## src/rtl/serial_add_pkg.sv

```systemverilog
// rtl/serial_add_pkg.sv - shared state encoding and width default for the serial adder
//
// Purpose: state encoding for the serial_add_ctrl FSM and the default
// operand width. Optional feature macro used by the block: SERIAL_ADD_OVF_EN.
package serial_add_pkg;

  localparam int DEFAULT_WIDTH = 8;

  typedef enum logic [1:0] {
    IDLE = 2'b00,
    RUN  = 2'b01,
    DONE = 2'b10
  } state_t;

endpackage

```

## src/rtl/fa_cell.sv

```systemverilog
// rtl/fa_cell.sv - 1-bit full adder built from two half-adder stages
//
// Ports:
//   a, b  in  1  addend bits
//   ci    in  1  carry in
//   s     out 1  sum bit
//   co    out 1  carry out
module fa_cell (
  input  logic a,
  input  logic b,
  input  logic ci,
  output logic s,
  output logic co
);

  logic h1_s;
  logic h1_c;
  logic h2_c;

  assign h1_s = a ^ b;
  assign h1_c = a & b;
  assign s    = h1_s ^ ci;
  assign h2_c = h1_s & ci;
  assign co   = h1_c | h2_c;

endmodule

```

## src/rtl/serial_add_ctrl.sv

```systemverilog
// rtl/serial_add_ctrl.sv - bit-serial adder, LSB first, one shared full-adder cell
//
// Purpose: computes a + b + cin over WIDTH cycles using a single fa_cell and
// a carry flip-flop. Optional: SERIAL_ADD_OVF_EN adds a signed-overflow output.
//
// Parameter: WIDTH operand width, 2..32 (default from serial_add_pkg)
// Ports:
//   clk    in  1      rising-edge clock
//   reset  in  1      synchronous active-high reset
//   start  in  1      begin an addition (sampled only in IDLE)
//   a, b   in  WIDTH  operands, captured on accepted start
//   cin    in  1      carry in, captured on accepted start
//   busy   out 1      high while in RUN
//   done   out 1      one-cycle pulse, sum/cout valid from this cycle
//   sum    out WIDTH  registered result
//   cout   out 1      registered carry out
//   ovf    out 1      signed overflow (only with SERIAL_ADD_OVF_EN)
module serial_add_ctrl
  import serial_add_pkg::*;
#(
  parameter int WIDTH = DEFAULT_WIDTH
) (
  input  logic             clk,
  input  logic             reset,
  input  logic             start,
  input  logic [WIDTH-1:0] a,
  input  logic [WIDTH-1:0] b,
  input  logic             cin,
  output logic             busy,
  output logic             done,
  output logic [WIDTH-1:0] sum,
`ifdef SERIAL_ADD_OVF_EN
  output logic             ovf,
`endif
  output logic             cout
);

  // Sized to hold WIDTH so the counter never wraps during RUN.
  localparam int CW = $clog2(WIDTH + 1);
  localparam logic [CW-1:0] LAST_BIT = CW'(WIDTH - 1);

  state_t           state;
  state_t           state_nx;
  logic [WIDTH-1:0] a_q;
  logic [WIDTH-1:0] b_q;
  logic [WIDTH-1:0] res_q;
  logic             carry_q;
  logic [CW-1:0]    cnt_q;
  logic             fa_s;
  logic             fa_co;
`ifdef SERIAL_ADD_OVF_EN
  logic             cmsb_q;   // carry into bit WIDTH-1
`endif

  fa_cell u_fa (
    .a  (a_q[0]),
    .b  (b_q[0]),
    .ci (carry_q),
    .s  (fa_s),
    .co (fa_co)
  );

  always_ff @(posedge clk) begin
    if (reset) begin
      state <= IDLE;
    end else begin
      state <= state_nx;
    end
  end

  always_comb begin
    state_nx = state;
    case (state)
      IDLE:    if (start) state_nx = RUN;
      RUN:     if (cnt_q == LAST_BIT) state_nx = DONE;
      DONE:    state_nx = IDLE;
      default: state_nx = IDLE;
    endcase
  end

  assign busy = (state == RUN);

  always_ff @(posedge clk) begin
    if (reset) begin
      a_q     <= '0;
      b_q     <= '0;
      res_q   <= '0;
      carry_q <= 1'b0;
      cnt_q   <= '0;
      sum     <= '0;
      cout    <= 1'b0;
      done    <= 1'b0;
`ifdef SERIAL_ADD_OVF_EN
      cmsb_q  <= 1'b0;
      ovf     <= 1'b0;
`endif
    end else begin
      done <= 1'b0;
      case (state)
        IDLE: begin
          if (start) begin
            a_q     <= a;
            b_q     <= b;
            carry_q <= cin;
            cnt_q   <= '0;
            res_q   <= '0;
          end
        end
        RUN: begin
          a_q     <= a_q >> 1;
          b_q     <= b_q >> 1;
          // Sum bits enter at the MSB so bit 0 lands at position 0 after WIDTH shifts.
          res_q   <= {fa_s, res_q[WIDTH-1:1]};
          carry_q <= fa_co;
          cnt_q   <= cnt_q + CW'(1);
`ifdef SERIAL_ADD_OVF_EN
          if (cnt_q == LAST_BIT) cmsb_q <= carry_q;
`endif
        end
        DONE: begin
          sum  <= res_q;
          cout <= carry_q;
          done <= 1'b1;
`ifdef SERIAL_ADD_OVF_EN
          ovf  <= cmsb_q ^ carry_q;
`endif
        end
        default: ;
      endcase
    end
  end

endmodule

```

## config.mk

```make
export PLATFORM = sky130hd
export DESIGN_NAME = serial_add_ctrl
export DESIGN_NICKNAME = d
export VERILOG_FILES = /design/src/rtl/serial_add_pkg.sv /design/src/rtl/fa_cell.sv /design/src/rtl/serial_add_ctrl.sv
export SDC_FILE = /design/constraint.sdc
export NUM_CORES = 1
export LEC_CHECK = 0
export CAP_MARGIN = 5
export CORE_MARGIN = 2
export CORE_UTILIZATION = 30
export DETAILED_ROUTE_END_ITERATION = 6
export SLEW_MARGIN = 20
export SYNTH_ARGS = -nofsm -noshare
export SYNTH_HDL_FRONTEND = slang
export SYNTH_SLANG_ARGS = --single-unit
```

## constraint.sdc

```tcl
create_clock -name clk -period 1.2 [get_ports clk]
set_input_delay 0.12 -clock clk [delete_from_list [all_inputs] [get_ports clk]]
set_output_delay 0.12 -clock clk [all_outputs]
set_load 0.1 [all_outputs]
```

==> results.py <==
metrics = {
    "timing": {
        "clock_skew_ps": 5.925,
        "tns_ps": -89.08,
        "finalCritPeriodShare": 1.036,
        "max_freq_mhz": 804.3,
        "rsz0062_at_grt": "yes",
        "holdWs_ps": 468.7,
        "fin_crit_ps": 1243,
        "finalWorstSetupSlack_ps": -43.36,
        "worst_slew_pin_slew_ps": 328.2,
        "maxSlewViolCount": 0,
        "setup_viol": 4,
        "hold_viol_final": 0,
        "slew_headroom": 0.7805,
    },
    "hold_path": {
        "hold_path_class": "flip-flop to flip-flop",
        "hold_depth": 2,
    },
    "cells_and_area": {
        "final_cell_mix": "a21oi_1 (34), nor2_1 (30), dfxtp_1 (28), nand2_1 (22), buf_4 (22)",
        "area_growth_pct": 50.92,
        "seq_area_um2": 837.1,
        "drive_gt1_frac": 0.3372,
        "nNetsFinal": 282,
        "final_util": 0.4604,
        "diodes": 0,
        "final_common_cell": "a21oi_1",
        "multi_input_area_um2": 877.1,
        "fillers": 565,
    },
    "floorplanning": {
        "rows": 28,
        "die_h_um": 80.90,
        "die_w_um": 80.90,
        "core_um2": 5816,
        "ioPinCount": 31,
        "dieArea_um2": 6545,
        "start_util": 0.3051,
    },
    "critical_path": {
        "endpoint": "carry_q",
        "r2r-start": "state[0]",
        "critPathLaunch": "state[0]",
        "r2r_setup_slack_ps": -40,
        "start_kind": "flip-flop",
        "path_class": "flip-flop to flip-flop",
        "arrival_ps": 1420,
        "cp.required_ps": 1380,
        "r2r-end": "carry_q",
        "end_kind": "flip-flop",
        "crit_path_max_fanout": 6,
        "r2r_cells": 5,
    },
    "global_routing": {
        "grt_pass1_wl_um": 6893,
        "grt_usage": 0.1352,
        "grt_start_max_net_pins": 23,
        "grt_pass1_vias": 1557,
        "overflow": 0,
        "grt_antenna_before_repair": 0,
    },
    "power_and_ir_drop": {
        "p_comb_frac": 0.142,
        "switching_share": 0.2262,
        "p_seq_frac": 0.453,
        "power_switching_mw": 0.7305,
        "power_leakage_nw": 1.065,
        "power.density_nw_per_um2": 1206,
        "vdd_drop_max_v": 0.0005219,
        "clockPowerShare": 0.405,
        "power.total_mw": 3.229,
        "cell_internal_pwr_mw": 2.499,
    },
    "clock_network": {
        "cts.sinks": 41,
        "cts_tree": "done",
        "insertion_delay_ps": 290,
        "clock-root-buffer": "clkbuf_8",
        "ctsHoldBuffers": 0,
        "htree_levels": 2,
        "cts_max_path_buffers": 2,
        "clk_pin_slew_ps": 80,
        "cts_made_buffers": 5,
    },
    "run_status": {
        "violations": "setup timing",
        "status": "complete, but fails checks",
    },
    "drt": {
        "drt_iter0_drc": 96,
        "vias": 1624,
        "wirelength_um": 4023,
        "drc": 0,
        "post_drt_via_cell_ratio": 4.833,
        "firstDrtPassIters": 4,
        "wl_per_cell_um": 11.97,
        "ant_nets": 0,
    },
    "yosys": {
        "ys_seq_area_frac": 0.4626,
        "syn_nets": 233,
        "syn_inst": 211,
        "syn_avg_cell_area_um2": 8.409,
        "synth_warnings": 0,
        "syn-cell-area_um2": 1774,
        "synth_cell_types": 27,
        "synth-seq-cells": 41,
    },
    "place": {
        "dp_hpwl_um": 2687,
        "place_congestion": 0.8008,
        "portBuffers": 30,
    },
    "job": {
        "maxCapViolations": 0,
    },
}
==> sequential cells by signal, indices dropped and copies added, names as in the netlist <==
name and cells:
b_q 8, cnt_q 4, state 2, sum 8, a_q 8, carry_q 1, cout 1, done 1
res_q 8
==> power by group through the flow <==
stage	logic (mW)	clock network, mW	registers (mW)
2_1_floorplan	0.240	0	1.48
3_3_place_gp	0.396	0	1.49
3_5_place_dp	0.399	0	1.49
4_1_cts	0.420	1.34	1.46
5_1_grt	0.505	1.40	1.47
6_report	0.457	1.31	1.46
==> synth_stat cells <==
master / instances / share of area
dfxtp_1: 41 / 0.46
a21oi_1: 36 / 0.10
nor2_1: 30 / 0.063
nand2_1: 22 / 0.047
inv_1: 16 / 0.034
o221a_2: 14 / 0.089
buf_2: 12 / 0.034
a22o_1: 8 / 0.039
clkbuf_1: 5 / 0.011
nand2b_1: 3 / 0.011
a211oi_1: 2 / 0.0085
a22oi_1: 2 / 0.0085
a31oi_1: 2 / 0.0071
nand3_1: 2 / 0.0056
nand3b_1: 2 / 0.0085
nor2b_1: 2 / 0.0071
o22a_1: 2 / 0.0099
a21o_1: 1 / 0.0042
fa_1: 1 / 0.011
ha_1: 1 / 0.0071
mux2i_1: 1 / 0.0056
nor3_1: 1 / 0.0028
nor3b_1: 1 / 0.0042
nor4_1: 1 / 0.0035
o21bai_2: 1 / 0.0063
or3_1: 1 / 0.0035
or3b_1: 1 / 0.0049
==> cell families (layout without fill, tap and decap cells) <==
group | after synthesis | count (layout) | share of synthesized area
compound gates | 68 | 68 | 0.2743
fa+ha+maj | 2 | 2 | 0.01834
buf+inv | 33 | 82 | 0.07828
flops | 41 | 41 | 0.4626
mux | 1 | 1 | 0.005642
simple gates | 66 | 67 | 0.1608
==> worst max-delay path, stage by stage (launching register included) <==
cell      delay (ps)
dfxtp_2          330
buf_6            120
buf_8            130
or3b_4           370
a21oi_2          150
a211oi_2          40
==> worst min-delay path by stage <==
stage,from,to,slack [ps]
2_1_floorplan,a[7],a_q[7],270
3_3_place_gp,res_q[0],sum[0],450
3_5_place_dp,res_q[0],sum[0],460
4_1_cts,a[7],a_q[7],450
5_1_grt,b[7],b_q[7],480
6_report,res_q[5],sum[5],470
==> cell type report <==
| cell class | count | share of cell area |
|---|---|---|
| well taps | 75 | 0.03505 |
| clock buffers | 5 | 0.02570 |
| inverters | 16 | 0.02383 |
| clock inverters | 3 | 0.02430 |
| flip-flops and latches | 41 | 0.3126 |
| repair buffers | 58 | 0.2509 |
| multi-input cells | 138 | 0.3276 |
==> per-layer routing <==
metal  GRT usage  wire [um]  vias up
li1            -          -      830
met1      0.1663       1954      762
met2      0.2223       1892       28
met3     0.03667        122        4
met4     0.05763         53        0
met5           0          0        -
==> stage by stage <==
step,cells,cell area [um^2],setup WS (ps)
after floorplan,211,1804,-230.4
after global placement,320,2406,-355.5
after detailed placement,320,2406,-381.2
after CTS,330,2584,-76.48
after global routing,336,2678,-99.77
final,336,2678,-43.36
==> what timing repair did <==
item	in CTS	in global routing
gates resized for setup	9	14
pin swaps	3	7
gates cloned	0	1
buffers inserted	3	5
setup endpoints to repair	13	19
Power figures use the tool's default switching activity.
